===== src/rtl/ascon_ti_pkg.sv =====
// ascon_ti_pkg: shared types, mode encodings and helper functions for the TI Ascon permutation sequencer
package ascon_ti_pkg;

    typedef enum logic [2:0] {
        S_IDLE,
        S_LOAD,
        S_CONST,
        S_SBOX,
        S_LIN,
        S_DONE
    } state_e;

    localparam logic [1:0] MODE_P12 = 2'b00;
    localparam logic [1:0] MODE_P8  = 2'b01;
    localparam logic [1:0] MODE_P6  = 2'b10;

    // Mode 11 falls back to the full 12-round permutation
    function automatic logic [3:0] rounds_of(input logic [1:0] m);
        return (m == MODE_P8) ? 4'd8 : (m == MODE_P6) ? 4'd6 : 4'd12;
    endfunction

    function automatic logic [7:0] rc_of(input logic [3:0] i);
        return {4'd15 - i, i};
    endfunction

    function automatic int ns_of(input int slice_w);
        return 64 / slice_w;
    endfunction

    function automatic bit slice_w_legal(input int slice_w);
        return slice_w inside {1, 2, 4, 8, 16, 32, 64};
    endfunction

endpackage


===== src/rtl/ascon_ti_rc_gen.sv =====
// ascon_ti_rc_gen: round-index register and round-constant output
module ascon_ti_rc_gen
    import ascon_ti_pkg::*;
(
    input  logic       clk,
    input  logic       rst_n,
    input  logic       load,
    input  logic [3:0] nr,
    input  logic       inc,
    input  logic       en,
    output logic [3:0] idx,
    output logic [7:0] rc
);

    logic [3:0] idx_q, idx_d;

    // Load starts the index at 12-nr so the last round is always index 11; it never steps past 11
    always_comb begin
        idx_d = load ? 4'd12 - nr : (inc && idx_q != 4'd11) ? idx_q + 4'd1 : idx_q;
    end

    // Round index register
    always_ff @(posedge clk or negedge rst_n) begin
        if (!rst_n) idx_q <= '0;
        else        idx_q <= idx_d;
    end

    assign idx = idx_q;
    assign rc  = en ? rc_of(idx_q) : 8'h00;

endmodule


===== src/rtl/ascon_ti_perm_ctrl.sv =====
// ascon_ti_perm_ctrl: sequencer for the 3-share TI Ascon permutation datapath (optional ASCON_TI_RND_REFRESH_EN)
module ascon_ti_perm_ctrl
    import ascon_ti_pkg::*;
#(
    parameter  int SLICE_W = 16,
    localparam int NS      = ns_of(SLICE_W),
    localparam int SIW     = (NS > 1) ? $clog2(NS) : 1
) (
    input  logic           clk,
    input  logic           rst_n,
    input  logic           start,
    input  logic [1:0]     mode,
    output logic           ready,
    output logic           load_en,
    output logic           const_en,
    output logic [7:0]     rc,
    output logic           sbox_en,
    output logic [SIW-1:0] slice_idx,
    output logic           lin_en,
    output logic           done,
    output logic           rnd_ready,
    input  logic           rnd_valid
);

    if (!slice_w_legal(SLICE_W)) begin : g_bad_slice_w
        $error("ascon_ti_perm_ctrl: illegal SLICE_W");
    end

    localparam logic [SIW-1:0] SLICE_LAST = SIW'(NS - 1);

    state_e         state_q, state_d;
    logic [SIW-1:0] slice_q, slice_d;
    logic [3:0]     round_idx;
    logic           adv;

`ifdef ASCON_TI_RND_REFRESH_EN
    assign adv = rnd_valid;
`else
    logic unused_rnd_valid;
    assign adv              = 1'b1;
    assign unused_rnd_valid = rnd_valid;
`endif

    ascon_ti_rc_gen u_rc_gen (
        .clk   (clk),
        .rst_n (rst_n),
        .load  (state_q == S_IDLE && start),
        .nr    (rounds_of(mode)),
        .inc   (state_q == S_LIN),
        .en    (const_en),
        .idx   (round_idx),
        .rc    (rc)
    );

    // State and slice counter registers
    always_ff @(posedge clk or negedge rst_n) begin
        if (!rst_n) begin
            state_q <= S_IDLE;
            slice_q <= '0;
        end else begin
            state_q <= state_d;
            slice_q <= slice_d;
        end
    end

    // Next state and slice counter; slice clears in CONST so every SBOX entry starts at 0
    always_comb begin
        state_d = state_q;
        slice_d = slice_q;
        case (state_q)
            S_IDLE:  state_d = start ? S_LOAD : S_IDLE;
            S_LOAD:  state_d = S_CONST;
            S_CONST: begin
                state_d = S_SBOX;
                slice_d = '0;
            end
            S_SBOX:  begin
                state_d = (adv && slice_q == SLICE_LAST) ? S_LIN : S_SBOX;
                slice_d = (adv && slice_q != SLICE_LAST) ? slice_q + 1'b1 : slice_q;
            end
            S_LIN:   state_d = (round_idx == 4'd11) ? S_DONE : S_CONST;
            S_DONE:  state_d = S_IDLE;
            default: state_d = S_IDLE;
        endcase
    end

    // Moore output decode from registered state and counters
    always_comb begin
        ready     = state_q == S_IDLE;
        load_en   = state_q == S_LOAD;
        const_en  = state_q == S_CONST;
        lin_en    = state_q == S_LIN;
        done      = state_q == S_DONE;
`ifdef ASCON_TI_RND_REFRESH_EN
        rnd_ready = state_q == S_SBOX;
        sbox_en   = rnd_ready & rnd_valid;
`else
        rnd_ready = 1'b0;
        sbox_en   = state_q == S_SBOX;
`endif
        slice_idx = (state_q == S_SBOX) ? slice_q : '0;
    end

endmodule

===== config.mk =====
export PLATFORM = sky130hd
export DESIGN_NAME = ascon_ti_perm_ctrl
export DESIGN_NICKNAME = d
export VERILOG_FILES = /design/src/rtl/ascon_ti_pkg.sv /design/src/rtl/ascon_ti_rc_gen.sv /design/src/rtl/ascon_ti_perm_ctrl.sv
export SDC_FILE = /design/constraint.sdc
export NUM_CORES = 1
export LEC_CHECK = 0
export ABC_AREA = 1
export CAP_MARGIN = 20
export CORE_ASPECT_RATIO = 1.1
export CORE_MARGIN = 4
export CORE_UTILIZATION = 46
export DETAILED_ROUTE_END_ITERATION = 7
export HOLD_SLACK_MARGIN = 0.15
export PLACE_DENSITY_LB_ADDON = 0.05
export SLEW_MARGIN = 20
export SYNTH_ARGS = -nofsm -noshare
export SYNTH_HDL_FRONTEND = slang
export SYNTH_SLANG_ARGS = --single-unit
export TNS_END_PERCENT = 5

===== constraint.sdc =====
create_clock -name clk -period 2.3 [get_ports clk]
set_input_delay 0.69 -clock clk [delete_from_list [all_inputs] [get_ports clk]]
set_output_delay 0.69 -clock clk [all_outputs]
set_load 0.1 [all_outputs]

# Word level (Yosys, flattened, before mapping)
# Cells that the tools add are included.
# W data, S select, Z words.
# totals
inputBits,6
wordCells,37
output_inout_bits,17
reg_bits,9
# op_classes
n_addsub,4
n_mux,12
reduce_logical,6
eq_ne,12
# ops
op,n
$mux W4,4
$pmux W3 S5,1
$mux W8,1
$sub A4 B4 Y4 const A,2
$eq A3 B2 Y1 const B,2
$eq A3 B3 Y1 const B,2
$mux W3,2
$add A4 B1 Y4 const B,1
$eq A2 B2 Y1 const B,2
$eq A4 B4 Y1 const B,1
$mux W2,2
$ne A4 B4 Y1 const B,1
$pmux W2 S2,1
$reduce_bool A2 Y1,2
$eq A3 B1 Y1 const B,1
$logic_not A3 Y1,1
$add A2 B1 Y2 const B,1
$eq A2 B1 Y1 const B,1
$logic_and A1 B1 Y1,2
$ne A2 B1 Y1 const B,1
$ne A2 B2 Y1 const B,1
$reduce_and A2 Y1,1
$mux W1,1

# Longest topological paths before layout
# depth
word_depth,5
depth_mapped,8
mapped_depth_nobuf,8

# Hierarchy
# Synthesis repeated with hierarchy kept, for this count alone.
# unflattened
hier_cells,117
hier_area_um2,725.7
# modules_own_cells
module,cells_per_inst,seq_area_each_um2,n_inst,area_each_um2
ascon_ti_perm_ctrl,55,125.1,1,365.4
ascon_ti_rc_gen,62,100.1,1,360.3

# Least setup slack after synthesis
# Ideal clock, no wire load.
# synth_timing
path_kind,reg-to-output
startpoint,reg state_q[0]
endpoint,out rc[0]
setup_slack_ps,-1373
path_stages_with_launch,4
arrival_time_ps,2983
path_buffers,0
required_ps,1610
path_cell_list,dfrtp_1 > nor3_4 > inv_1 > nor2_1
# synth_via
elab_chain_len,2
# synth_rtl
item,line,rtl
start: declaration,ascon_ti_perm_ctrl.sv:31,"state_e state_q, state_d;"
start signal: assignment,ascon_ti_perm_ctrl.sv:61,state_q <= state_d;
$eq A3 B2 Y1,ascon_ti_perm_ctrl.sv:91,const_en = state_q == S_CONST;
via const_en,ascon_ti_perm_ctrl.sv:15,"output logic const_en,"
$mux W8,ascon_ti_rc_gen.sv:29,assign rc = en ? rc_of(idx_q) : 8'h00;
end: declaration,ascon_ti_perm_ctrl.sv:16,"output logic [7:0] rc,"
# The timed path passes the listed nets, and every way through them passes these cells.

# Worst setup path in the final report
# layout_timing
startpoint,reg state_q[1]
endpoint,out rc[6]
# layout_via
elab_chain_len,2
# layout_rtl
item,line
$eq A3 B2 Y1,ascon_ti_perm_ctrl.sv:91
$mux W8,ascon_ti_rc_gen.sv:29
# Every way passes these cells.

==> flow_metrics.tcl <==
set metrics [dict create \
    clk_latency_ns 0.26 \
    netlist.area_leader.share_pct 34.3 \
    ys_ff_latch 9 \
    finalSetupViolCount 0 \
    wl_per_cell_um 12.3 \
    max_cap_violations 0 \
    dieWidth_um 44.0 \
    run_status "completed" \
    design_area_sq_um 1180 \
    period_minus_slack_ns 2.26 \
    rows 14 \
    num-nets-final 131 \
    path_buf_inv 4 \
    syn_inst 92 \
    avgViaCountPerCell 5.07 \
    critPathSlowestCell "dfrtp_2" \
    antenna_left 0 \
    syn_area_sq_um 657 \
    fin_util_pct 86.6 \
    cts_buffers 3 \
    critPathMaxStageDelay_ns 0.39 \
    fin_crit_sh_pct 98.3 \
    drv_slew 0 \
    clock_skew_ns 0.0108 \
    die_h_um 47.6 \
    antenna_found_initial 0 \
    worstPathMaxFanout 8 \
    cts_sinks 9 \
    clk_pin_slew_ns 0.06 \
    leakagePower_nw 0.587 \
    worstPathCellList "inv_2 -> nor3_4 -> clkinvlp_4 -> buf_12 -> nor2_4 -> buf_12" \
    grt-ovfl-total 0 \
    ys_seq_area_share_pct 34.3 \
    power_density_nw_per_um2 252 \
    ys.flop_type "dfrtp_1" \
    floorplan.initialDensity_pct 48.1 \
    total_power_mw 0.298 \
    grt_usage_pct 18.4 \
    ys_types 16 \
    syn2layout_area_growth_pct 80.2 \
    syn_area_per_cell_sq_um 7.14 \
    hp-class "reg2reg" \
    routabilityCongestion 0.844 \
    hold_path_depth 2 \
    num_io_pins 23 \
    place_hpwl_mm 1.35 \
    fmax_ghz 0.442 \
    reg2regPathDepth 6 \
    hold_slack_ns 0.515 \
    drive_gt1_share_pct 37.2 \
    htreeDepth 1 \
    grt_pass1_vias 646 \
    diodes 0 \
    pre_cts_slack_ns 0.155 \
    peakVddDrop_mv 0.267 \
    whs_endpoint "slice_q[0]$_DFFE_PN0P_" \
    reg2reg_to "u_rc_gen.idx[1]$_DFFE_PN0P_" \
    crit_required_ns 1.61 \
    synth_area_leaders "dfrtp_1 34%, nand2_1 15%, inv_1 8.6%, nand3_1 8.4%, nor2_1 6.9%" \
    core_area_sq_um 1370 \
    start_kind "flop" \
    clockRootBuffer "clkbuf_4" \
    criticalPathCategory "reg2out" \
    grt_pass1_wl_mm 2.80 \
    ys_top_cells_by_count "27 x nand2_1, 15 x inv_1, 12 x nor2_1" \
    timing.rr.start "u_rc_gen.idx[1]$_DFFE_PN0P_" \
    cp-end-kind "output port" \
    crit_family "buffers and inverters" \
    hold_viol_final 0 \
    dr.pass1.iters 4 \
    rrSetupSlack_ns 0.93 \
    yosysMostFrequentCell "nand2_1" \
    arrival_ns 1.57 \
    path_common_cell "buf_12" \
    num_vias 694 \
    die_area_sq_um 2100 \
    drcViolationCount 0 \
    finalWirelength_mm 1.69 \
    syn_nets 101 \
    synth_edf_count 0 \
    tritoncts "done" \
    port_buffers 20 \
    async_flop_share_pct 100 \
    clockBufferDepth 2 \
    yosys.area.top_type "dfrtp_1" \
    fin_ws_ns 0.0393 \
    grt_max_degree 11 \
    ys_warn_count 0 \
    hp-start "slice_q[0]$_DFFE_PN0P_" \
    grt_setup_unrepaired "yes" \
    drt_iter0_markers 19 \
    placed_cell_area_sq_um 1110 \
]
## worst max-delay path by stage
| stage | from | cells past startpoint | endpoint |
|---|---|---|---|
| 6_report | state_q[1]$_DFF_PN0_ | 6 | rc[6] |
| 5_1_grt | state_q[1]$_DFF_PN0_ | 6 | rc[0] |
| 4_1_cts | state_q[2]$_DFF_PN0_ | 5 | rc[6] |
| 3_5_place_dp | state_q[1]$_DFF_PN0_ | 5 | rc[6] |
| 3_3_place_gp | state_q[1]$_DFF_PN0_ | 5 | rc[7] |
| 2_1_floorplan | state_q[0]$_DFF_PN0_ | 3 | rc[0] |
## stage by stage
step                      TNS, ns  std cells
after floorplan             -9.02         92
after global placement          0        129
after detailed placement        0        129
after CTS                       0        134
after global routing       -0.558        137
final                           0        137
## metal layers
layer / GRT usage, % / routed length [um] / vias to the layer above / part of all wire [%]
li1: - / - / 344 / -
met1: 19.9 / 682 / 322 / 40
met2: 32.8 / 863 / 23 / 51
met3: 5.26 / 117 / 5 / 6.9
met4: 10.2 / 25 / 0 / 1.5
met5: 0 / 0 / - / 0
## layout by cell type, fill, tap and decap left out
| cell | synthesis | layout |
|---|---|---|
| nor2_4 | 2 | 10 |
| dfrtp_2 | 0 | 1 |
| clkdlybuf4s50_1 | 0 | 4 |
| clkbuf_1 | 0 | 1 |
| nand2_1 | 27 | 27 |
| nor3_4 | 1 | 1 |
| inv_1 | 15 | 14 |
| nand3_1 | 11 | 11 |
| dfrtp_1 | 9 | 8 |
| buf_12 | 0 | 17 |
| nor2_1 | 12 | 4 |
| nand2_4 | 1 | 1 |
| nand4_1 | 3 | 3 |
| clkinvlp_4 | 0 | 1 |
| buf_4 | 1 | 5 |
| ha_1 | 3 | 3 |
| conb_1 | 1 | 1 |
| nor3_2 | 0 | 1 |
| nand3_4 | 2 | 2 |
| nor2_2 | 2 | 2 |
| clkbuf_4 | 0 | 3 |
| inv_2 | 1 | 1 |
## logic make-up (layout without fill, tap and decap cells)
kind of cell	count (synthesis)	after routing	synth area share, %
buffers and inverters	17	46	10.3
AND/OR/NAND/NOR	62	62	49.1
other	1	1	0.571
flip-flops	9	9	34.3
adder cells (fa/ha/maj)	3	3	5.71
## what timing repair did
| item | CTS | global route |
|---|---|---|
| endpoints found under the setup margin | 8 | 8 |
| gates resized for setup | 2 | 0 |
| pin swaps | 0 | 1 |
| hold buffers | 0 | 0 |
| setup buffers | 1 | 3 |
## state kept, by name, summed over array words and instances, names as in the netlist
| signal | count |
|---|---|
| slice_q | 2 |
| u_rc_gen.idx | 4 |
| state_q | 3 |
## worst reg2reg max path, stage by stage, from the launching register on
cell and delay [ns]:
dfrtp_1 0.49, ha_1 0.26, nand3_1 0.17, nand2_4 0.14
nand2_1 0.07, nand2_1 0.07, nand2_1 0.05
## area by class of cell
type / instances / area (sq um)
tap: 16 / 20.0
fill: 75 / 183
inverter: 16 / 63.8
multi-input combinational: 66 / 429
clock buffer: 4 / 26.3
sequential: 9 / 226
timing repair buffer: 26 / 418
## report_power, final
| group | internal (mW) | switching (mW) | total, mW |
|---|---|---|---|
| registers | 0.158 | 0 | 0.158 |
| logic | 0.00708 | 0.0133 | 0.0203 |
| clock network | 0.0667 | 0.0529 | 0.120 |
| total | 0.232 | 0.0661 | 0.298 |
Note: power is estimated with default switching activity, not from simulation.
